[config.mk]
export PLATFORM = sky130hd
export DESIGN_NAME = hue_bbox
export DESIGN_NICKNAME = d
export VERILOG_FILES = /design/src/rtl/hue_bbox_pkg.sv /design/src/rtl/hue_window_match.sv /design/src/rtl/hue_bbox.sv
export SDC_FILE = /design/constraint.sdc
export NUM_CORES = 1
export LEC_CHECK = 0
export ABC_CLOCK_PERIOD_IN_PS = 11140
export BUFFER_PORTS_ARGS = -buffer_cell sky130_fd_sc_hd__buf_2
export CORE_MARGIN = 1.5
export CORE_UTILIZATION = 49
export CTS_BUF_LIST = sky130_fd_sc_hd__clkbuf_4
export DETAILED_ROUTE_END_ITERATION = 8
export GPL_ROUTABILITY_DRIVEN = 0
export PLACE_DENSITY = 0.71
export SETUP_SLACK_MARGIN = 0.05
export SYNTH_ARGS = -nofsm -noshare
export SYNTH_HDL_FRONTEND = slang
export SYNTH_SLANG_ARGS = --single-unit
[constraint.sdc]
create_clock -name clk -period 11.14 [get_ports clk]
set_input_delay 1.671 -clock clk [delete_from_list [all_inputs] [get_ports clk]]
set_output_delay 1.671 -clock clk [all_outputs]
set_load 0.02 [all_outputs]
[src/rtl/hue_bbox_pkg.sv]
// hue_bbox_pkg
//   Shared vision-pipeline definitions: hue scaling constants, default image
//   dimensions and the frame-tracker state encoding. No ports.
package hue_bbox_pkg;

    localparam int HUE_FIXED      = 4;
    localparam int HUE_360        = 360 * (2 ** HUE_FIXED);

    localparam int DEF_PRECISION  = 20;
    localparam int DEF_IMG_W      = 640;
    localparam int DEF_IMG_H      = 480;
    localparam int DEF_MIN_PIXELS = 16;

    typedef enum logic [1:0] {
        ST_IDLE   = 2'd0,
        ST_ACTIVE = 2'd1,
        ST_REPORT = 2'd2
    } state_t;

    // Hue code for 360 degrees at a given number of fractional bits.
    function automatic int hue_360(input int fixed);
        return 360 * (2 ** fixed);
    endfunction

endpackage

[src/rtl/hue_window_match.sv]
// hue_window_match
//   Combinational test of one hue code against an inclusive window [lo, hi].
//   When lo > hi the window wraps through 0 degrees.
// Ports:
//   i_hue    in  W  hue code under test
//   i_lo     in  W  window lower bound, inclusive
//   i_hi     in  W  window upper bound, inclusive
//   o_match  out 1  hue lies inside the window
module hue_window_match #(
    parameter int W = 20
) (
    input  logic [W-1:0] i_hue,
    input  logic [W-1:0] i_lo,
    input  logic [W-1:0] i_hi,
    output logic         o_match
);

    logic w_ge_lo;
    logic w_le_hi;

    assign w_ge_lo = (i_hue >= i_lo);
    assign w_le_hi = (i_hue <= i_hi);

    // lo == hi falls into the non-wrap branch and matches exactly one code.
    assign o_match = (i_lo <= i_hi) ? (w_ge_lo & w_le_hi) : (w_ge_lo | w_le_hi);

endmodule

[src/rtl/hue_bbox.sv]
// hue_bbox
//   Per-frame colour-blob locator. Classifies each hue beat against a window
//   latched at sop and reports the bounding box and count of matching pixels
//   two cycles after eop.
// Ports:
//   clk, rst_n          clock, synchronous active-low reset
//   in_valid/sop/eop    beat qualifiers (sop/eop qualified by in_valid)
//   hue                 pixel hue
//   hue_lo, hue_hi      window bounds, latched at sop
//   box_valid           one-cycle report pulse
//   found               pix_count >= MIN_PIXELS
//   x_min..y_max        bounding box (0 when not found)
//   pix_count           saturating match count
//   frame_err           reported frame had a length violation
//
// state     | meaning
// ----------+---------------------------------------------------------
// ST_IDLE   | waiting for a valid sop; other beats ignored
// ST_ACTIVE | accepting pixels of the current frame
// ST_REPORT | eop pixel is in stage 1; outputs latch on this cycle
module hue_bbox
    import hue_bbox_pkg::*;
#(
    parameter  int PRECISION  = DEF_PRECISION,
    parameter  int FIXED      = HUE_FIXED,
    parameter  int IMG_W      = DEF_IMG_W,
    parameter  int IMG_H      = DEF_IMG_H,
    parameter  int MIN_PIXELS = DEF_MIN_PIXELS,
    localparam int XW         = $clog2(IMG_W),
    localparam int YW         = $clog2(IMG_H),
    localparam int CW         = $clog2(IMG_W * IMG_H + 1)
) (
    input  logic                 clk,
    input  logic                 rst_n,
    input  logic                 in_valid,
    input  logic                 in_sop,
    input  logic                 in_eop,
    input  logic [PRECISION-1:0] hue,
    input  logic [PRECISION-1:0] hue_lo,
    input  logic [PRECISION-1:0] hue_hi,
    output logic                 box_valid,
    output logic                 found,
    output logic [XW-1:0]        x_min,
    output logic [XW-1:0]        x_max,
    output logic [YW-1:0]        y_min,
    output logic [YW-1:0]        y_max,
    output logic [CW-1:0]        pix_count,
    output logic                 frame_err
);

    localparam logic [XW-1:0]        LAST_X  = XW'(IMG_W - 1);
    localparam logic [YW-1:0]        LAST_Y  = YW'(IMG_H - 1);
    localparam logic [PRECISION-1:0] HUE_LIM = PRECISION'(hue_360(FIXED));

    state_t r_state;
    state_t w_state_nxt;
    logic   w_accept;

    // -------------------------------------------------------------- FSM
    assign w_accept = in_valid & (in_sop | (r_state == ST_ACTIVE));

    always_ff @(posedge clk) begin
        if (!rst_n) r_state <= ST_IDLE;
        else        r_state <= w_state_nxt;
    end

    // A sop in any state starts a frame; sop+eop is a complete 1-pixel frame.
    always_comb begin
        w_state_nxt = ST_IDLE;
        if (w_accept && in_eop)       w_state_nxt = ST_REPORT;
        else if (w_accept)            w_state_nxt = ST_ACTIVE;
        else if (r_state == ST_ACTIVE) w_state_nxt = ST_ACTIVE;
    end

    // ------------------------------------------------ stage 0: classify
    logic [PRECISION-1:0] r_lo, r_hi;
    logic [PRECISION-1:0] w_lo, w_hi;
    logic [XW-1:0]        r_x, w_px;
    logic [YW-1:0]        r_y, w_py;
    logic                 r_done, w_ovf, w_at_last, w_pix_err;
    logic                 w_win_match, w_match;

    // The sop pixel is judged against the bounds presented with it.
    assign w_lo = in_sop ? hue_lo : r_lo;
    assign w_hi = in_sop ? hue_hi : r_hi;

    hue_window_match #(.W(PRECISION)) u_match (
        .i_hue   (hue),
        .i_lo    (w_lo),
        .i_hi    (w_hi),
        .o_match (w_win_match)
    );

    // Codes at or above 360 degrees cannot come from the converter.
    assign w_match = w_win_match & (hue < HUE_LIM);

    // r_x/r_y is the position of the next pixel; r_done marks that the last
    // position has been consumed, so any further pixel is an overrun.
    assign w_px      = in_sop ? '0 : r_x;
    assign w_py      = in_sop ? '0 : r_y;
    assign w_ovf     = ~in_sop & r_done;
    assign w_at_last = (w_px == LAST_X) && (w_py == LAST_Y);
    assign w_pix_err = w_ovf | (in_eop & ~w_at_last);

    // --------------------------------------------- stage 1 registers
    logic          r_s1_valid, r_s1_first, r_s1_match, r_s1_err;
    logic [XW-1:0] r_s1_x;
    logic [YW-1:0] r_s1_y;

    // --------------------------------------------- stage 2 accumulate
    logic [XW-1:0] r_acc_xmn, r_acc_xmx, w_b_xmn, w_b_xmx, w_acc_xmn, w_acc_xmx;
    logic [YW-1:0] r_acc_ymn, r_acc_ymx, w_b_ymn, w_b_ymx, w_acc_ymn, w_acc_ymx;
    logic [CW-1:0] r_acc_cnt, w_b_cnt, w_acc_cnt;
    logic          r_acc_err, w_b_err, w_acc_err;
    logic          w_found;

    // The first pixel of a frame merges into a cleared accumulator instead
    // of the stored one, so a new frame never disturbs a pending report.
    always_comb begin
        if (r_s1_first) begin
            w_b_xmn = '1;
            w_b_xmx = '0;
            w_b_ymn = '1;
            w_b_ymx = '0;
            w_b_cnt = '0;
            w_b_err = 1'b0;
        end else begin
            w_b_xmn = r_acc_xmn;
            w_b_xmx = r_acc_xmx;
            w_b_ymn = r_acc_ymn;
            w_b_ymx = r_acc_ymx;
            w_b_cnt = r_acc_cnt;
            w_b_err = r_acc_err;
        end
        w_acc_xmn = w_b_xmn;
        w_acc_xmx = w_b_xmx;
        w_acc_ymn = w_b_ymn;
        w_acc_ymx = w_b_ymx;
        w_acc_cnt = w_b_cnt;
        w_acc_err = w_b_err | r_s1_err;
        if (r_s1_match) begin
            if (r_s1_x < w_b_xmn) w_acc_xmn = r_s1_x;
            if (r_s1_x > w_b_xmx) w_acc_xmx = r_s1_x;
            if (r_s1_y < w_b_ymn) w_acc_ymn = r_s1_y;
            if (r_s1_y > w_b_ymx) w_acc_ymx = r_s1_y;
            if (w_b_cnt != '1)    w_acc_cnt = w_b_cnt + CW'(1);
        end
    end

    assign w_found = (w_acc_cnt >= CW'(MIN_PIXELS));

    // ------------------------------------------------------- registers
    logic          r_box_valid, r_found, r_frame_err;
    logic [XW-1:0] r_x_min, r_x_max;
    logic [YW-1:0] r_y_min, r_y_max;
    logic [CW-1:0] r_pix_count;

    always_ff @(posedge clk) begin
        if (!rst_n) begin
            r_lo        <= '0;
            r_hi        <= '0;
            r_x         <= '0;
            r_y         <= '0;
            r_done      <= 1'b0;
            r_s1_valid  <= 1'b0;
            r_s1_first  <= 1'b0;
            r_s1_match  <= 1'b0;
            r_s1_err    <= 1'b0;
            r_s1_x      <= '0;
            r_s1_y      <= '0;
            r_acc_xmn   <= '1;
            r_acc_xmx   <= '0;
            r_acc_ymn   <= '1;
            r_acc_ymx   <= '0;
            r_acc_cnt   <= '0;
            r_acc_err   <= 1'b0;
            r_box_valid <= 1'b0;
            r_found     <= 1'b0;
            r_frame_err <= 1'b0;
            r_x_min     <= '0;
            r_x_max     <= '0;
            r_y_min     <= '0;
            r_y_max     <= '0;
            r_pix_count <= '0;
        end else begin
            if (w_accept && in_sop) begin
                r_lo <= hue_lo;
                r_hi <= hue_hi;
            end

            if (w_accept) begin
                if (w_at_last) begin
                    r_x    <= w_px;
                    r_y    <= w_py;
                    r_done <= 1'b1;
                end else if (w_px == LAST_X) begin
                    r_x    <= '0;
                    r_y    <= w_py + YW'(1);
                    r_done <= 1'b0;
                end else begin
                    r_x    <= w_px + XW'(1);
                    r_y    <= w_py;
                    r_done <= 1'b0;
                end
            end

            r_s1_valid <= w_accept;
            r_s1_first <= in_sop;
            r_s1_match <= w_match;
            r_s1_err   <= w_pix_err;
            r_s1_x     <= w_px;
            r_s1_y     <= w_py;

            if (r_s1_valid) begin
                r_acc_xmn <= w_acc_xmn;
                r_acc_xmx <= w_acc_xmx;
                r_acc_ymn <= w_acc_ymn;
                r_acc_ymx <= w_acc_ymx;
                r_acc_cnt <= w_acc_cnt;
                r_acc_err <= w_acc_err;
            end

            r_box_valid <= (r_state == ST_REPORT);
            if (r_state == ST_REPORT) begin
                r_found     <= w_found;
                r_frame_err <= w_acc_err;
                r_pix_count <= w_acc_cnt;
                r_x_min     <= w_found ? w_acc_xmn : '0;
                r_x_max     <= w_found ? w_acc_xmx : '0;
                r_y_min     <= w_found ? w_acc_ymn : '0;
                r_y_max     <= w_found ? w_acc_ymx : '0;
            end
        end
    end

    assign box_valid = r_box_valid;
    assign found     = r_found;
    assign frame_err = r_frame_err;
    assign pix_count = r_pix_count;
    assign x_min     = r_x_min;
    assign x_max     = r_x_max;
    assign y_min     = r_y_min;
    assign y_max     = r_y_max;

endmodule

==> summary.md, run 1 <==
| Metric | Value |
|---|---|
| Tot Pwr | 1.54 mW |
| Core Rows | 55 |
| Rel. slew slack | 0.170 |
| Number of synthesized flops with an enable pin | 0 |
| Type of the worst min-delay path | flip-flop to flip-flop |
| Pwr Density | between 100 and 150 mW/mm^2 |
| Mapped Area | approximately 0.011 sq mm |
| Initial antenna violation count | 2 |
| Seq/Total Area, Yosys | 0.358 |
| RSZ-0062 raised after global routing | no |
| Crit path DAT | 5.04 ns |
| Clock skew | roughly 0.047 ns |
| Critical path's slowest cell | o31ai_4 |
| Pleak | between 5 and 6 nW |
| Sw power | between 0.4 and 0.5 mW |
| Worst-path fanout max | 33 |
| Buf/Inv on CP | 2 |
| Switching Fraction | 0.262 |
| Status | completed |
| Drt first pass iters | 5 |
| Sequential Power Share | 0.482 |
| Clock buffer depth | 3 |
| Worst hold start | y_min[2] |
| DRC Markers | 0 |
| Crit path max-delay family | simple AND/OR/NAND/NOR gates |
| Routed length per instance | between 15 and 20 microns |
| Hold buffer count at cts | 0 |
| DP Wirelength | 20,200 microns |
| Peak VDD IR | between 0.08 and 0.09 mV |
| Clock transition at the registers of the reported paths | about 0.060 ns |
| Largest net degree at the start of global routing | 72 |
| Setup TNS | 0 ns |
| Critical-path cell list | buf_4 -> nor2b_1 -> ha_1 -> inv_1 -> or4_1 -> nand4_1 -> mux2_2 -> or4_4 -> o31ai_4 -> o21ai_0 |
| Starting Density | 0.501 |
| First-pass GRT wire length | roughly 47,000 microns |
| CTS tree | built |
| Clk root buf | clkbuf_4 |
| Syn-to-layout area delta | 12.7% |
| Startpoint Class | flip-flop |
| Hold Path Cell Cnt | 2 |
| Input/output buffers | around 120 |
| Worst skew pair latency | between 0.6 and 0.7 ns |
| Crit Reg-Reg Endpoint | y_max[0] |
| Layout net count | between 1.5k and 2k |
| GRT Total Usage | 0.237 |
| Number of vias per cell | between 5 and 6 |
| Syn nets | between 1.5k and 2k |
| Synth cell types | 75 |
| Critical path endpoint category | flip-flop |
| Period utilization | 0.407 |
| Core Region | approximately 0.023 sq mm |
| Async SR Flop Fraction | 0 |
| Layout cell share with drive strength beyond 1 | 0.176 |
| Int Pwr | approximately 1.1 mW |
| Top_reg_cell synth | dfxtp_1 |
| Average cell area after synthesis | ~8.3 sq um |
| MaxCap Viol Count | 0 |
| Num CTS Buffers | 54 |
| Crit path time final | roughly 4.5 ns |
| Initial DRC Count | a little over 500 |
| Worst Reg-to-Reg Cells | 10 |
| Crit Path Class | flip-flop to flip-flop |
| Setup Buffers After CTS | 0 |
| DIE AREA | between 0.02 and 0.025 sq mm |
| Setup slack, reg-to-reg | between 6 and 7 ns |
| DIE HEIGHT | roughly 160 microns |
| Number of global-route vias before repair | roughly 10k |
| Gate power share | 0.101 |
| Yosys reg bits | 203 |
| Die W | approximately 160 microns |
| Clk pwr share | 0.417 |
| Vias | just over 10k |
| Final Hold Vio Count | 0 |
| Worst Tran Pin Value | 1.24 ns |
| Fin. max-slew vios | 0 |
| Synth Instances | between 1k and 1.5k |
| Fmax | between 200 and 250 MHz |
| Clock sink count | approximately 200 |
| H-Tree Depth | 2 |
| Ys Warns | 0 |
| WL final | roughly 29,000 microns |
| Post-CTS sizing | 0 |
| Reg2reg start | r_s1_first |
| Hold EP | y_min[2] |
| ANT nets after route | 0 |
| Congestion Overflow GR | 0 |
| Setup violators final | 0 |
| Req. time, crit path | between 10 and 15 ns |
| Slowest stage delay, CP | 0.80 ns |
| Io pins | roughly 130 |
placed cells by master (no fill, tap or decap), drive strengths merged, types with 18 or more instances in the layout:
cell    instances
nand2         207
dfxtp         203
buf           139
a21oi         131
nor2          111
ha             99
clkbuf         78
mux2i          67
o21ai          57
inv            52
and2           32
a22oi          31
nand4          23
nor2b          21
o22ai          20
a21o           18
mux2           18
cell families (layout without fill, tap and decap cells):
kind of cell,Yosys count,count (layout),synth area share
AND/OR/NAND/NOR,489,489,0.206
AO/OA/AOI/OAI,348,348,0.196
flip-flops,203,203,0.358
buffers and inverters,133,280,0.0460
adder cells (fa/ha/maj),99,99,0.109
multiplexers,85,85,0.0774
XOR/XNOR,9,9,0.00695
other,0,2,0
sequential cells by signal, summed over array words and instances (netlist names), 2 cells and up:
register and count:
r_hi 20, pix_count 19, y_max 9, r_acc_cnt 19, r_s1_x 10, r_acc_ymn 9, r_y 9, r_state 2
r_acc_ymx 9, r_lo 20, r_acc_xmx 10, x_min 10, x_max 10, r_x 10, r_acc_xmn 10, y_min 9
r_s1_y 9
worst min-delay path: cells and delay by family, from the launching register on:
family	cells	cell delay [ns]
DFF	1	0.32
and+or+nand+nor	1	0.06
AOI/OAI and AO/OA	1	0.04
metal layers:
| metal | GRT usage | share of wire | up-vias |
|---|---|---|---|
| met5 | 0 | 0 | - |
| met2 | 0.398 | 0.46 | 313 |
| met3 | 0.0490 | 0.068 | 45 |
| met4 | 0.0705 | 0.018 | 0 |
| met1 | 0.308 | 0.45 | 4804 |
| li1 | - | - | 5166 |
power groups by stage:
stage	registers (mW)	logic [mW]	clock network, mW
after floorplan	0.757	0.105	0
after global placement	0.758	0.150	0
after detailed placement	0.758	0.154	0
after CTS	0.742	0.155	0.664
after global routing	0.743	0.174	0.700
final	0.742	0.156	0.643
worst max-delay path by stage:
stage / startpoint / to / cells after the start
finish: r_s1_first / y_max[0] / 10
floorplan: in_sop / r_s1_match / 11
global placement: in_sop / r_s1_match / 10
global route: r_s1_first / y_min[8] / 10
CTS: r_s1_first / y_max[0] / 10
detailed placement: in_sop / r_s1_match / 10
stage by stage:
step	hold WS [ns]	cells	setup slack (ns)	utilization	instance area, sq um
after detailed placement	0.436	1708	6.58	0.535	12100
after floorplan	0.432	1366	6.74	-	11300
after global routing	0.469	1800	6.34	0.564	12800
after global placement	0.430	1708	6.63	0.535	12100
final	0.447	1800	6.61	0.564	12800
after CTS	0.451	1798	6.62	0.564	12800
final cells by class:
class | count | area [sq um]
Fill cell | 2120 | 9860
Multi-Input combinational cell | 1030 | 6760
Sequential cell | 203 | 4070
Timing Repair Buffer | 139 | 733
Clock buffer | 78 | 586
Tap cell | 285 | 357
Inverter | 51 | 194
Clock inverter | 12 | 81.3
Antenna cell | 2 | 5.00
cells in the mapped netlist (3+ instances only):
| library cell | instances | area, sq um |
|---|---|---|
| nand2_1 | 207 | 777 |
| a21o_1 | 18 | 135 |
| nand2b_1 | 11 | 68.8 |
| a31oi_1 | 12 | 75.1 |
| buf_1 | 12 | 45.0 |
| nand4_1 | 22 | 138 |
| ha_1 | 99 | 1240 |
| o2111ai_1 | 3 | 26.3 |
| clkbuf_1 | 62 | 233 |
| nor3_1 | 16 | 80.1 |
| inv_1 | 49 | 184 |
| nand3_1 | 14 | 70.1 |
| and4_1 | 13 | 114 |
| a211o_1 | 3 | 26.3 |
| nor4_1 | 4 | 25.0 |
| nor2_1 | 110 | 413 |
| dfxtp_1 | 203 | 4060 |
| and3_1 | 14 | 87.6 |
| or2_2 | 4 | 25.0 |
| o211ai_1 | 8 | 60.1 |
| o311ai_0 | 12 | 105 |
| xor2_1 | 7 | 61.3 |
| and2_1 | 31 | 194 |
| a32oi_1 | 4 | 35.0 |
| o21a_1 | 8 | 60.1 |
| o21ai_2 | 10 | 87.6 |
| mux2i_1 | 67 | 671 |
| buf_2 | 5 | 25.0 |
| o31ai_1 | 5 | 37.5 |
| mux2_2 | 17 | 191 |
| o21ai_0 | 43 | 215 |
| nor2b_1 | 21 | 131 |
| o22ai_1 | 20 | 125 |
| a211oi_1 | 10 | 75.1 |
| a221oi_1 | 10 | 87.6 |
| a21oi_1 | 131 | 656 |
| o21ai_1 | 4 | 20.0 |
| a22oi_1 | 31 | 233 |
(Power assumes the default switching activity.)
==> inputs of run 2 (changes only) <==
Settings changed: ABC_AREA set to 1, ABC_CLOCK_PERIOD_IN_PS 11140 to 4600, PLACE_DENSITY 0.71 to 0.7.
Clock period 11.14 ns to 4.6 ns, I/O delays scaled along.
==> summary.md, run 2 <==
| Metric | Value |
|---|---|
| Fmax | 287 MHz (+30%) |
| Routed length per instance | 13.3 microns (-17%) |
| Fin. max-slew vios | 0 (unchanged) |
| Leading cell types in the layout, fill and taps excluded | 308 x nand2_1, 218 x o21ai_0, 212 x inv_1 |
| MaxCap Viol Count | 0 (unchanged) |
| Congestion Overflow GR | 0 (unchanged) |
| Worst Reg-to-Reg Cells | 15 (+5) |
| Initial DRC Count | 727 (+41%) |
| Seq/Total Area, Yosys | 0.337 (-0.0211) |
| Number of synthesized flops with an enable pin | 0 (unchanged) |
| H-Tree Depth | 2 (unchanged) |
| Period utilization | 0.757 (+0.350) |
| Reg2reg start | r_s1_first |
| Clock skew | 0.0799 ns (+0.0334 ns) |
| GRT Total Usage | 0.234 (-0.00323) |
| Crit path DAT | 4.00 ns (-1.04 ns) |
| Top-area cell type share of the netlist area | 0.337 (-0.0211) |
| Initial antenna violation count | 2 (unchanged) |
| Filler cells | 2,443 (+15%) |
| Hold EP | r_lo[16] |
| Worst Tran Pin Value | 0.903 ns (-0.337 ns) |
| Largest net degree at the start of global routing | 80 (+11%) |
| Core Region | 0.0242 sq mm (+7.1%) |
| ANT nets after route | 0 (unchanged) |
| Vias | 11.6k (+12%) |
| Input/output buffers | 124 (unchanged) |
| Critical path endpoint category | flip-flop |
| Multi-input logic area | 0.00678 sq mm (+0.30%) |
| Setup slack, reg-to-reg | 1.12 ns (-5.49 ns) |
| Clock sink count | 203 (unchanged) |
| Synth cell types | 47 (-37%) |
| First-pass GRT wire length | 50,400 microns (+6.7%) |
| Number of vias per cell | 5.22 (-9.0%) |
| Dominant cell type by area after synthesis | dfxtp_1 |
| Top flop regs | r_hi (20), r_lo (20) |
| Status | completed |
| DP Wirelength | 20,600 microns (+2.0%) |
| DRC Markers | 0 (unchanged) |
| Req. time, crit path | 5.11 ns (-6.54 ns) |
| Type of the worst min-delay path | input port to flip-flop |
| Worst skew pair latency | 0.71 ns (+0.03 ns) |
| Setup TNS | 0 ns (unchanged) |
| Drt first pass iters | 5 (unchanged) |
| Most instantiated cells after synthesis | 309 x nand2_1, 218 x o21ai_0, 212 x inv_1 |
| Hold buffer count at cts | 0 (unchanged) |
| CTS tree | built |
| Sequential Area | 0.00407 sq mm (about the same) |
| Io pins | 125 (unchanged) |
| DIE HEIGHT | 160 microns (+3.0%) |
| Clk root buf | clkbuf_4 |
| WL final | 29,500 microns (+2.5%) |
| Inst Count DP | 2,120 (+24%) |
| Setup violators final | 0 (unchanged) |
| Hold Path Cell Cnt | 3 (+1) |
| Crit path time final | 3.48 ns (-1.05 ns) |
| Hold WS | 0.282 ns (-0.165 ns) |
| Num CTS Buffers | 54 (unchanged) |
| Average cell area after synthesis | 6.87 sq um (-17%) |
| Crit Reg-Reg Endpoint | y_max[7] |
| DIE AREA | 0.0255 sq mm (+6.1%) |
| Ys Warns | 0 (unchanged) |
| Crit Path Class | flip-flop to flip-flop |
| Largest cells by area after synthesis | dfxtp_1 34%, ha_1 10%, nand2_1 9.6%, o21ai_0 9.1%, a21oi_1 6.6% |
| Die W | 160 microns (+3.0%) |
| Number of global-route vias before repair | 10.8k (+11%) |
| Non-Filler Instances | 2,216 (+23%) |
| Pwr Density | 294 mW/mm^2 (+140%) |
| Worst-path fanout max | 39 (+18%) |
| Layout cell share with drive strength beyond 1 | 0.157 (-0.0192) |
| Syn nets | 1,917 (+25%) |
| Top_reg_cell synth | dfxtp_1 |
| Core Rows | 57 (+3.6%) |
| Final Hold Vio Count | 0 (unchanged) |
| RSZ-0062 raised after global routing | no |
| Post-CTS sizing | 0 (unchanged) |
| Clock transition at the registers of the reported paths | 0.06 ns (about the same) |
| Yosys reg bits | 203 (unchanged) |
| Pleak | 6.05 nW (+7.7%) |
| Starting Density | 0.497 (-0.00399) |
| Synth Instances | 1,753 (+28%) |
| Mapped Area | 0.0120 sq mm (+6.2%) |
| Count leader, synth | nand2_1 |
| Commonest non-fill, non-tap cell in the layout | nand2_1 |
| Clock buffer depth | 3 (unchanged) |
| Worst hold start | hue_lo[16] |
| Setup Buffers After CTS | 0 (unchanged) |
| Startpoint Class | flip-flop |
| Rel. slew slack | 0.398 (+0.228) |
| Peak VDD IR | 0.173 mV (+120%) |
| Syn-to-layout area delta | 11.5% |
| Layout net count | 2,016 (+23%) |
| Async SR Flop Fraction | 0 (unchanged) |
-- run 2: cell types whose count changed after synthesis, moves of 17 or more --
cell | previous run | this run
nand2_1 | 207 | 309
a21o_1 | 18 | 0
a21oi_1 | 131 | 160
inv_1 | 49 | 212
o21ai_0 | 43 | 218
clkbuf_1 | 62 | 79
o22ai_1 | 20 | 0
nand3_1 | 14 | 81
nor2b_1 | 21 | 0
a22oi_1 | 31 | 0
and2_1 | 31 | 1
mux2i_1 | 67 | 0
nor2_1 | 110 | 194
-- run 2: logic make-up after synthesis --
logic type / share of synthesized area
buffers and inverters: 0.101
XOR/XNOR: 0.00727
flip-flops: 0.337
multiplexers: 0.000935
adder cells (fa/ha/maj): 0.103
AO/OA/AOI/OAI: 0.193
AND/OR/NAND/NOR: 0.258
-- run 2: area by class of cell --
cell class	count	area share
Antenna cell	2	0.000373
Tap cell	324	0.0302
Clock inverter	24	0.00755
Sequential cell	203	0.303
Timing Repair Buffer	136	0.0529
Clock buffer	70	0.0391
Multi-Input combinational cell	1236	0.505
Inverter	221	0.0622
-- run 2: power breakdown --
| group | leakage [nW] | internal, mW | switching, mW | total [mW] |
|---|---|---|---|---|
| clock network | 0.375 | 0.712 | 0.763 | 1.48 |
| logic | 4.03 | 0.209 | 0.402 | 0.611 |
| registers | 1.65 | 1.83 | 0.0394 | 1.87 |
-- run 2: critical path, stage by stage, from the launching register on --
cell and delay (ns):
dfxtp_2 0.40, nor2_1 0.36, ha_1 0.24, nand2_1 0.09
nor2_4 0.19, nand3_4 0.10, nor2_4 0.17, nand3_2 0.12
inv_2 0.09, nand3_1 0.06, nand2_1 0.11, nand2_1 0.06
nor2_1 0.18, nand3_2 0.71, nand3_1 0.29, a21oi_1 0.09
-- run 2: layer usage --
metal	wire [microns]	share of wire	global-route usage
met5	0	0	0
met4	702	0.024	0.0777
met3	1460	0.049	0.0366
met2	14000	0.47	0.409
met1	13400	0.45	0.294
-- run 2: stage by stage --
step / setup WS, ns / cell area (sq um) / total power, mW / util
after floorplan: 1.61 / 12000 / 2.35 / -
after global placement: 1.21 / 12800 / 2.50 / 0.528
after detailed placement: 1.11 / 12800 / 2.51 / 0.528
after CTS: 1.11 / 13400 / 4.00 / 0.553
after global routing: 0.678 / 13400 / 4.20 / 0.554
final: 1.12 / 13400 / 3.95 / 0.554
-- run 2: worst max-delay path by stage --
stage | start | end | slack, ns | cells past startpoint
2_1_floorplan | in_sop | r_s1_match | 1.61 | 14
3_3_place_gp | in_sop | r_s1_match | 1.21 | 18
3_5_place_dp | in_sop | r_s1_match | 1.11 | 14
4_1_cts | r_s1_first | y_max[7] | 1.11 | 15
5_1_grt | r_s1_first | y_min[1] | 0.68 | 15
6_report | r_s1_first | y_max[7] | 1.12 | 15
